--- config.mk ---
export PLATFORM = sky130hd
export DESIGN_NAME = circuit_test_sequencer
export DESIGN_NICKNAME = d
export VERILOG_FILES = /design/src/rtl/circuit_test_pkg.sv /design/src/rtl/bit_sync2.sv /design/src/rtl/circuit_test_sequencer.sv
export SDC_FILE = /design/constraint.sdc
export NUM_CORES = 1
export LEC_CHECK = 0
export CORE_MARGIN = 2
export CORE_UTILIZATION = 45
export CTS_CLUSTER_SIZE = 20
export DETAILED_ROUTE_END_ITERATION = 10
export PLACE_DENSITY = 0.78
export SLEW_MARGIN = 10
export SYNTH_ARGS = -nofsm -noshare
export SYNTH_HDL_FRONTEND = slang
export SYNTH_SLANG_ARGS = --single-unit
--- constraint.sdc ---
create_clock -name clk -period 3 [get_ports clk]
set_input_delay 0.6 -clock clk [delete_from_list [all_inputs] [get_ports clk]]
set_output_delay 0.6 -clock clk [all_outputs]
set_load 0.03 [all_outputs]
--- src/rtl/circuit_test_pkg.sv ---
// Shared types and helpers for the evolved-circuit test sequencer.
// Optional Gray-order vector sequencing is selected with CTS_GRAY_ORDER_EN.
package circuit_test_pkg;

  typedef enum logic [2:0] {
    IDLE,
    APPLY,
    SETTLE,
    SAMPLE,
    EVAL,
    DONE
  } cts_state_t;

  // Settle must cover the 2-flop synchronizer; instability needs two samples.
  localparam int CTS_MIN_SETTLE  = 3;
  localparam int CTS_MIN_SAMPLES = 2;

  function automatic logic [31:0] gray_code(input logic [31:0] v);
    return v ^ (v >> 1);
  endfunction

endpackage

--- src/rtl/bit_sync2.sv ---
// Two-flop synchronizer bringing the raw circuit-under-test output into clk.
module bit_sync2 (
  input  logic clk,
  input  logic reset,
  input  logic d,
  output logic q
);

  logic meta;

  always_ff @(posedge clk) begin
    if (reset) begin
      meta <= 1'b0;
      q    <= 1'b0;
    end else begin
      meta <= d;
      q    <= meta;
    end
  end

endmodule

--- src/rtl/circuit_test_sequencer.sv ---
// Sweeps every input vector of an asynchronous circuit, checks stability and truth table.
// Define CTS_GRAY_ORDER_EN to apply vectors in Gray order instead of ascending order.
module circuit_test_sequencer
  import circuit_test_pkg::*;
#(
  parameter int IN_WIDTH      = 2,
  parameter int SETTLE_CYCLES = 8,
  parameter int SAMPLE_COUNT  = 4
) (
  input  logic                       clk,
  input  logic                       reset,
  input  logic                       start,
  input  logic [(1<<IN_WIDTH)-1:0]   expected,
  input  logic                       dut_out,
  output logic [IN_WIDTH-1:0]        dut_in,
  output logic                       busy,
  output logic                       done,
  output logic                       pass,
  output logic [(1<<IN_WIDTH)-1:0]   fail_mask,
  output logic [(1<<IN_WIDTH)-1:0]   unstable_mask,
  output cts_state_t                 dbg_state
);

  localparam int NV      = 1 << IN_WIDTH;
  localparam int CNT_MAX = (SETTLE_CYCLES > SAMPLE_COUNT) ? SETTLE_CYCLES : SAMPLE_COUNT;
  localparam int CW      = $clog2(CNT_MAX + 1);

  if (SETTLE_CYCLES < CTS_MIN_SETTLE) begin : g_bad_settle
    $error("SETTLE_CYCLES below minimum");
  end
  if (SAMPLE_COUNT < CTS_MIN_SAMPLES) begin : g_bad_samples
    $error("SAMPLE_COUNT below minimum");
  end

  cts_state_t          state, state_next;
  logic [IN_WIDTH-1:0] idx;
  logic [IN_WIDTH-1:0] vec;
  logic [CW-1:0]       cnt;
  logic [NV-1:0]       exp_q;
  logic [NV-1:0]       fail_next;
  logic                first_q;
  logic                diff_q;
  logic                out_sync;

  bit_sync2 u_sync (
    .clk   (clk),
    .reset (reset),
    .d     (dut_out),
    .q     (out_sync)
  );

  // Protocol: start is a one-cycle request taken only in IDLE; done pulses
  // once per accepted start, and pass/masks stay valid until the next start.
  assign busy      = (state != IDLE);
  assign done      = (state == DONE);
  assign dbg_state = state;

  always_comb begin
`ifdef CTS_GRAY_ORDER_EN
    vec = IN_WIDTH'(gray_code(32'(idx)));
`else
    vec = idx;
`endif
    fail_next      = fail_mask;
    fail_next[vec] = diff_q | (first_q ^ exp_q[vec]);
  end

  always_comb begin
    state_next = state;
    case (state)
      IDLE:    if (start) state_next = APPLY;
      APPLY:   state_next = SETTLE;
      SETTLE:  if (cnt == '0) state_next = SAMPLE;
      SAMPLE:  if (cnt == '0) state_next = EVAL;
      EVAL:    state_next = (idx == '1) ? DONE : APPLY;
      DONE:    state_next = IDLE;
      default: state_next = IDLE;
    endcase
  end

  always_ff @(posedge clk) begin
    if (reset) begin
      state         <= IDLE;
      dut_in        <= '0;
      idx           <= '0;
      cnt           <= '0;
      exp_q         <= '0;
      fail_mask     <= '0;
      unstable_mask <= '0;
      pass          <= 1'b0;
      first_q       <= 1'b0;
      diff_q        <= 1'b0;
    end else begin
      state <= state_next;
      case (state)
        IDLE: begin
          if (start) begin
            exp_q         <= expected;
            fail_mask     <= '0;
            unstable_mask <= '0;
            pass          <= 1'b0;
            idx           <= '0;
          end
        end
        APPLY: begin
          dut_in <= vec;
          cnt    <= CW'(SETTLE_CYCLES - 1);
          diff_q <= 1'b0;
        end
        SETTLE: begin
          cnt <= (cnt == '0) ? CW'(SAMPLE_COUNT - 1) : cnt - 1'b1;
        end
        SAMPLE: begin
          if (cnt == CW'(SAMPLE_COUNT - 1)) first_q <= out_sync;
          else if (out_sync != first_q)     diff_q  <= 1'b1;
          if (cnt != '0) cnt <= cnt - 1'b1;
        end
        EVAL: begin
          fail_mask <= fail_next;
          if (diff_q) unstable_mask[vec] <= 1'b1;
          // pass is resolved here so it is already valid during the done pulse
          if (idx == '1) pass <= (fail_next == '0);
          else           idx  <= idx + 1'b1;
        end
        default: ;
      endcase
    end
  end

endmodule

==> results of run 1 <==
-- kinds of logic after synthesis --
kind of cell    synth area share (%)
simple gates                   21.67
mux                            7.904
buf+inv                        4.618
flops                          39.79
compound gates                 17.94
fa+ha+maj                      6.216
xor+xnor                       1.865
-- registers in the layout (all words and copies together) (netlist names) --
signal / flops
pass: 1
idx: 2
cnt: 4
first_q: 1
diff_q: 1
u_sync.q: 1
u_sync.meta: 1
dut_in: 2
fail_mask: 4
unstable_mask: 4
dbg_state: 3
exp_q: 4
-- metal layers --
layer / track usage [%] / part of all wire (%)
met5: 0 / 0
met4: 7.619 / 1.6
met3: 2.814 / 4.0
met2: 28.88 / 50
met1: 21.93 / 45
-- critical path, delay by kind of cell, from the launching register on --
kind                   cells  cell delay [ns]
DFF                        1             0.63
and+or+nand+nor            1             0.25
buffers and inverters      2             0.89
-- worst max path at each step --
stage	from	endpoint	slack, ns	cells after the start
2_1_floorplan	dbg_state[2]	done	0.76	3
3_3_place_gp	dbg_state[2]	done	0.79	3
3_5_place_dp	dbg_state[2]	done	0.69	3
4_1_cts	dbg_state[2]	done	0.27	3
5_1_grt	dbg_state[2]	done	0.14	3
6_report	dbg_state[2]	done	0.28	3
-- layout by cell type, fill, tap and decap left out, types with 2 or more instances in the layout --
| cell type | n |
|---|---|
| a21o_1 | 2 |
| a21oi_1 | 12 |
| clkbuf_4 | 3 |
| clkdlybuf4s50_1 | 23 |
| dfxtp_1 | 28 |
| ha_1 | 7 |
| inv_1 | 8 |
| mux2i_1 | 10 |
| nand2_1 | 6 |
| nand2b_1 | 3 |
| nor2_1 | 20 |
| nor2_2 | 2 |
| nor2b_1 | 4 |
| nor3_1 | 2 |
| nor3b_1 | 2 |
| nor4_1 | 2 |
| o21ai_0 | 6 |
| o31ai_1 | 2 |
| xor2_1 | 2 |
-- cells in the mapped netlist, types with 2 or more instances --
master,n
a21o_1,2
a21oi_1,12
buf_6,2
clkbuf_1,2
dfxtp_1,28
ha_1,7
inv_1,8
mux2i_1,10
nand2_1,6
nand2b_1,3
nor2_1,20
nor2_2,2
nor2b_1,4
nor3_1,2
nor3b_1,2
nor4_1,2
o21ai_0,6
o31ai_1,2
xor2_1,2
-- power by group --
| part | leakage, nW | internal, mW | switching (mW) | total (mW) |
|---|---|---|---|---|
| logic | 0.393 | 0.0651 | 0.0748 | 0.140 |
| registers | 0.228 | 0.388 | 0.0212 | 0.409 |
| clock network | 0.0210 | 0.0745 | 0.118 | 0.192 |
| total | 0.642 | 0.527 | 0.214 | 0.741 |
-- layout make-up --
cell class              count  area [um2]  share of cell area (%)
clock buffers               4       36.28                   2.148
inverters                   8       30.03                   1.778
multi-input cells         111       783.3                   46.37
flip-flops and latches     28       560.5                   33.19
well taps                  33       41.29                   2.444
repair buffers             24       237.7                   14.07
-- stage by stage --
step,instances,total power [mW]
2_1_floorplan,152,0.5190
3_3_place_gp,204,0.5521
3_5_place_dp,204,0.5564
4_1_cts,208,0.7461
5_1_grt,208,0.7784
6_report,208,0.7407
==> metrics.txt, run 1 <==
# TYPE chip_impl_metric gauge
chip_impl_metric{name="finalInstanceArea",unit="um2"} 1689
chip_impl_metric{name="final_critical_path_share_of_the_clock_period",unit="%"} 90.57
chip_impl_metric{name="regToRegSetupSlack",unit="ns"} 1.34
chip_impl_metric{name="die_height",unit="um"} 59.96
chip_impl_info{name="outcome",value="completed"} 1
chip_impl_metric{name="clock.fmax",unit="MHz"} 368.0
chip_impl_metric{name="diodes",unit=""} 0
chip_impl_metric{name="arrival_time_worst_endpoint",unit="ns"} 2.12
chip_impl_metric{name="synth_cells",unit=""} 152
chip_impl_metric{name="dp.final_hpwl",unit="um"} 2066
chip_impl_metric{name="skew",unit="ns"} 0.01087
chip_impl_info{name="grt_setup_unrepaired",value="no"} 1
chip_impl_info{name="netlist_top_cells_area",value="dfxtp_1 (40%), mux2i_1 (7.1%), ha_1 (6.2%)"} 1
chip_impl_metric{name="htree_num_levels",unit=""} 1
chip_impl_metric{name="cts_setup_buffers",unit=""} 0
chip_impl_metric{name="power.density",unit="nW/um2"} 438.5
chip_impl_metric{name="largest_net_degree_at_the_start_of_global_routing",unit=""} 24
chip_impl_metric{name="setup-violations-final",unit=""} 0
chip_impl_metric{name="maxCapViolCount",unit=""} 0
chip_impl_metric{name="dr.pass1.iters",unit=""} 6
chip_impl_metric{name="cts_max_path_buffers",unit=""} 2
chip_impl_metric{name="top_level_ports",unit=""} 24
chip_impl_metric{name="worst_r2r_path_depth",unit=""} 4
chip_impl_metric{name="initialDrtViolationCount",unit=""} 44
chip_impl_info{name="cts_tree",value="yes"} 1
chip_impl_metric{name="synth.top_cell.area_share",unit="%"} 39.79
chip_impl_metric{name="vdd.ir_drop.worst",unit="mV"} 0.2414
chip_impl_metric{name="clkSlewWorstSetupHoldPaths",unit="ns"} 0.16
chip_impl_metric{name="core_region_area",unit="um2"} 3003
chip_impl_info{name="worst_r2r_endpoint",value="idx[1]"} 1
chip_impl_info{name="hold_class",value="reg -> reg"} 1
chip_impl_metric{name="crit_path_max_fanout",unit=""} 15
chip_impl_metric{name="fin_worst_hold_slack",unit="ns"} 0.4656
chip_impl_metric{name="post_route_antenna_net_violation_count",unit=""} 0
chip_impl_metric{name="finalNetCount",unit=""} 191
chip_impl_metric{name="finalWorstPathRequiredPeriod",unit="ns"} 2.717
chip_impl_metric{name="asyncSetResetFlopFracSynth",unit="%"} 0
chip_impl_metric{name="synth_fp_nets",unit=""} 167
chip_impl_metric{name="vias_per_cell",unit=""} 5.553
chip_impl_info{name="ys.flop_type",value="dfxtp_1"} 1
chip_impl_info{name="worst_hold_startpoint",value="u_sync.meta"} 1
chip_impl_metric{name="buffer_ports.inserted",unit=""} 23
chip_impl_metric{name="number_of_global_route_vias_before_repair",unit=""} 1118
chip_impl_metric{name="synth-warning-count",unit=""} 0
chip_impl_metric{name="max_slew.worst_pin.slew",unit="ns"} 0.4824
chip_impl_metric{name="hold_viol_final",unit=""} 0
chip_impl_metric{name="floorplan.rows",unit=""} 20
chip_impl_info{name="library_cell_occupying_the_most_area_in_the_post_synthesis_netlist",value="dfxtp_1"} 1
chip_impl_metric{name="post_route_cells_drive_above_1_share",unit="%"} 9.143
chip_impl_metric{name="pre_cts_ws",unit="ns"} 0.6863
chip_impl_metric{name="residual_drc",unit=""} 0
chip_impl_metric{name="filler_cell_count",unit=""} 276
chip_impl_metric{name="timing.setup.tns",unit="ns"} 0
chip_impl_metric{name="vias",unit=""} 1155
chip_impl_metric{name="worst-endpoint-required",unit="ns"} 2.40
chip_impl_metric{name="synthToLayoutAreaGrowth",unit="%"} 19.89
chip_impl_metric{name="synth.cell_area",unit="um2"} 1409
chip_impl_info{name="worstPathCellList",value="inv_1 -> nor3b_1 -> clkdlybuf4s50_1"} 1
chip_impl_info{name="cp-start-kind",value="register"} 1
chip_impl_metric{name="antenna_violations_before_repair",unit=""} 0
chip_impl_metric{name="avgSynthCellArea",unit="um2"} 9.269
chip_impl_info{name="reg2reg_from",value="dbg_state[2]"} 1
chip_impl_metric{name="gr-total-overflow",unit=""} 0
chip_impl_info{name="critical_path.slowest_cell",value="clkdlybuf4s50_1"} 1
chip_impl_metric{name="clk_latency",unit="ns"} 0.34
chip_impl_metric{name="postCtsResizedCells",unit=""} 0
chip_impl_metric{name="fin_ws",unit="ns"} 0.2830
chip_impl_metric{name="slew_headroom",unit="%"} 67.80
chip_impl_metric{name="ys_types",unit=""} 49
chip_impl_info{name="ctsRootBufferMaster",value="clkbuf_4"} 1
chip_impl_metric{name="postSynthRegisterBits",unit=""} 28
chip_impl_metric{name="die_area",unit="um2"} 3595
chip_impl_metric{name="final-max-slew-violation-count",unit=""} 0
chip_impl_metric{name="routed_wire_length_per_instance",unit="um"} 13.46
chip_impl_metric{name="timing.hold.worst_path_depth",unit=""} 1
chip_impl_info{name="worstSetupPathType",value="reg -> out"} 1
chip_impl_metric{name="place_area",unit="um2"} 1653
chip_impl_info{name="cp-end-kind",value="output pin"} 1
chip_impl_metric{name="grt_pass1_wl",unit="um"} 4698
chip_impl_metric{name="synth_enable_flop_cells",unit=""} 0
chip_impl_metric{name="tritoncts.num_buffers",unit=""} 3
chip_impl_metric{name="leakagePower",unit="nW"} 0.6421
chip_impl_metric{name="fp.dieW",unit="um"} 59.96
chip_impl_metric{name="finalWeightedCongestion",unit=""} 0.8243
chip_impl_metric{name="synth.yosys.seq_area_share",unit="%"} 39.79
chip_impl_metric{name="postCtsHoldBufs",unit=""} 0
chip_impl_metric{name="postRouteWirelength",unit="um"} 2799
chip_impl_metric{name="fin_util",unit="%"} 56.25
chip_impl_metric{name="clock_sink_count",unit=""} 28
chip_impl_metric{name="worst_path_largest_cell_delay",unit="ns"} 0.71
chip_impl_metric{name="global_route.usage.total",unit="%"} 17.34
chip_impl_info{name="min_delay_worst_endpoint",value="u_sync.q"} 1
chip_impl_metric{name="initial_utilization",unit="%"} 46.92
Note: power is estimated with default switching activity, not from simulation.
==> inputs of run 2 (changes only) <==
Settings changed: CAP_MARGIN set to 20, CORE_UTILIZATION 45 to 56, PLACE_DENSITY 0.78 to 0.93.
==> metrics.txt, run 2 (same netlist as run 1, synthesis figures left out) <==
# TYPE chip_impl_metric gauge
chip_impl_info{name="outcome",value="completed"} 1
chip_impl_metric{name="postRouteWirelength",unit="um"} 2954
chip_impl_metric{name="final_critical_path_share_of_the_clock_period",unit="%"} 89.27
chip_impl_metric{name="routed_wire_length_per_instance",unit="um"} 14.41
chip_impl_metric{name="residual_drc",unit=""} 0
chip_impl_metric{name="finalWorstPathRequiredPeriod",unit="ns"} 2.678
chip_impl_metric{name="worst-endpoint-required",unit="ns"} 2.40
chip_impl_metric{name="clkSlewWorstSetupHoldPaths",unit="ns"} 0.14
chip_impl_metric{name="buffer_ports.inserted",unit=""} 23
chip_impl_info{name="grt_setup_unrepaired",value="no"} 1
chip_impl_metric{name="vias",unit=""} 1172
chip_impl_info{name="cts_tree",value="yes"} 1
chip_impl_metric{name="power.density",unit="nW/um2"} 438.6
chip_impl_metric{name="timing.setup.tns",unit="ns"} 0
chip_impl_metric{name="core_region_area",unit="um2"} 2432
chip_impl_metric{name="maxCapViolCount",unit=""} 0
chip_impl_metric{name="clk_latency",unit="ns"} 0.33
chip_impl_metric{name="initial_utilization",unit="%"} 57.92
chip_impl_metric{name="vias_per_cell",unit=""} 5.717
chip_impl_metric{name="largest_net_degree_at_the_start_of_global_routing",unit=""} 24
chip_impl_metric{name="grt_pass1_wl",unit="um"} 4588
chip_impl_metric{name="gr-total-overflow",unit=""} 0
chip_impl_metric{name="top_level_ports",unit=""} 24
chip_impl_metric{name="number_of_global_route_vias_before_repair",unit=""} 1046
chip_impl_metric{name="cts_setup_buffers",unit=""} 0
chip_impl_metric{name="htree_num_levels",unit=""} 1
chip_impl_metric{name="fin_worst_hold_slack",unit="ns"} 0.4596
chip_impl_metric{name="dr.pass1.iters",unit=""} 4
chip_impl_metric{name="postCtsHoldBufs",unit=""} 0
chip_impl_metric{name="die_area",unit="um2"} 2933
chip_impl_info{name="hold_class",value="reg -> reg"} 1
chip_impl_metric{name="leakagePower",unit="nW"} 0.6421
chip_impl_metric{name="worst_r2r_path_depth",unit=""} 4
chip_impl_metric{name="synthToLayoutAreaGrowth",unit="%"} 19.63
chip_impl_metric{name="vdd.ir_drop.worst",unit="mV"} 0.3914
chip_impl_metric{name="dp.final_hpwl",unit="um"} 2157
chip_impl_metric{name="post_route_cells_drive_above_1_share",unit="%"} 9.143
chip_impl_metric{name="tritoncts.num_buffers",unit=""} 3
chip_impl_metric{name="arrival_time_worst_endpoint",unit="ns"} 2.08
chip_impl_info{name="worstSetupPathType",value="reg -> out"} 1
chip_impl_metric{name="post_route_antenna_net_violation_count",unit=""} 0
chip_impl_metric{name="clock.fmax",unit="MHz"} 373.4
chip_impl_metric{name="setup-violations-final",unit=""} 0
chip_impl_metric{name="fp.dieW",unit="um"} 54.16
chip_impl_info{name="layout_common_cells",value="dfxtp_1 (28), clkdlybuf4s50_1 (23), nor2_1 (20), a21oi_1 (12), mux2i_1 (10)"} 1
chip_impl_metric{name="antenna_violations_before_repair",unit=""} 0
chip_impl_metric{name="floorplan.rows",unit=""} 18
chip_impl_metric{name="skew",unit="ns"} 0.005132
chip_impl_info{name="cp-start-kind",value="register"} 1
chip_impl_metric{name="slew_headroom",unit="%"} 65.79
chip_impl_metric{name="postCtsResizedCells",unit=""} 0
chip_impl_metric{name="place_area",unit="um2"} 1649
chip_impl_metric{name="finalNetCount",unit=""} 191
chip_impl_metric{name="global_route.usage.total",unit="%"} 21.68
chip_impl_info{name="leading_cell_type_in_the_layout_fill_and_taps_excluded",value="dfxtp_1"} 1
chip_impl_info{name="cp-end-kind",value="output pin"} 1
chip_impl_metric{name="diodes",unit=""} 0
chip_impl_metric{name="cts_max_path_buffers",unit=""} 2
chip_impl_metric{name="hold_viol_final",unit=""} 0
chip_impl_metric{name="finalPower",unit="mW"} 0.7391
chip_impl_metric{name="finalInstanceArea",unit="um2"} 1685
chip_impl_metric{name="die_height",unit="um"} 54.16
chip_impl_metric{name="initialDrtViolationCount",unit=""} 32
chip_impl_metric{name="final-max-slew-violation-count",unit=""} 0
chip_impl_info{name="ctsRootBufferMaster",value="clkbuf_4"} 1
chip_impl_metric{name="timing.hold.worst_path_depth",unit=""} 1
chip_impl_metric{name="finalWeightedCongestion",unit=""} 0.8138
chip_impl_metric{name="clock_sink_count",unit=""} 28
chip_impl_metric{name="crit_path_max_fanout",unit=""} 15
chip_impl_metric{name="max_slew.worst_pin.slew",unit="ns"} 0.5125
==> run 2: cell counts in the layout (fill, tap and decap cells not counted) <==
Identical to the previous run, type by type.
==> run 2: worst paths after layout <==
path	startpoint	to	slack (ns)
max	dbg_state[2]	done	0.32
min	u_sync.meta	u_sync.q	0.46
max reg2reg	dbg_state[1]	cnt[3]	1.31
min reg2reg	u_sync.meta	u_sync.q	0.46
==> run 2: per-stage QoR <==
step           setup slack, ns  util, %  instances
2_1_floorplan           0.7647        -        152
3_3_place_gp            0.7648    67.80        201
3_5_place_dp            0.7104    67.80        201
4_1_cts                 0.3276    69.29        205
5_1_grt                 0.1837    69.29        205
6_report                0.3219    69.29        205
==> run 2: power breakdown <==
part / internal (mW) / switching, mW / leakage [nW] / total, mW
combinational: 0.0662 / 0.0784 / 0.393 / 0.145
sequential: 0.387 / 0.0217 / 0.228 / 0.409
clock: 0.0744 / 0.111 / 0.0210 / 0.185
total: 0.528 / 0.211 / 0.642 / 0.739
==> run 2: critical path, cell delays in order, from the launching register on <==
cell and delay, ns:
dfxtp_1 0.64, inv_1 0.18, nor3b_1 0.22, clkdlybuf4s50_1 0.70
==> run 2: routing by layer <==
metal	GRT usage [%]	up-vias	wire length, um
met1	26.71	542	1329
met4	10.42	0	70
met3	3.333	9	139
met2	36.55	34	1415
li1	-	587	-
met5	0	-	0
==> run 2: area by class of cell <==
type / instances / area (um2)
Multi-Input combinational cell: 111 / 783.3
Fill cell: 188 / 747.0
Sequential cell: 28 / 560.5
Timing Repair Buffer: 24 / 237.7
Tap cell: 30 / 37.54
Clock buffer: 4 / 36.28
Inverter: 8 / 30.03
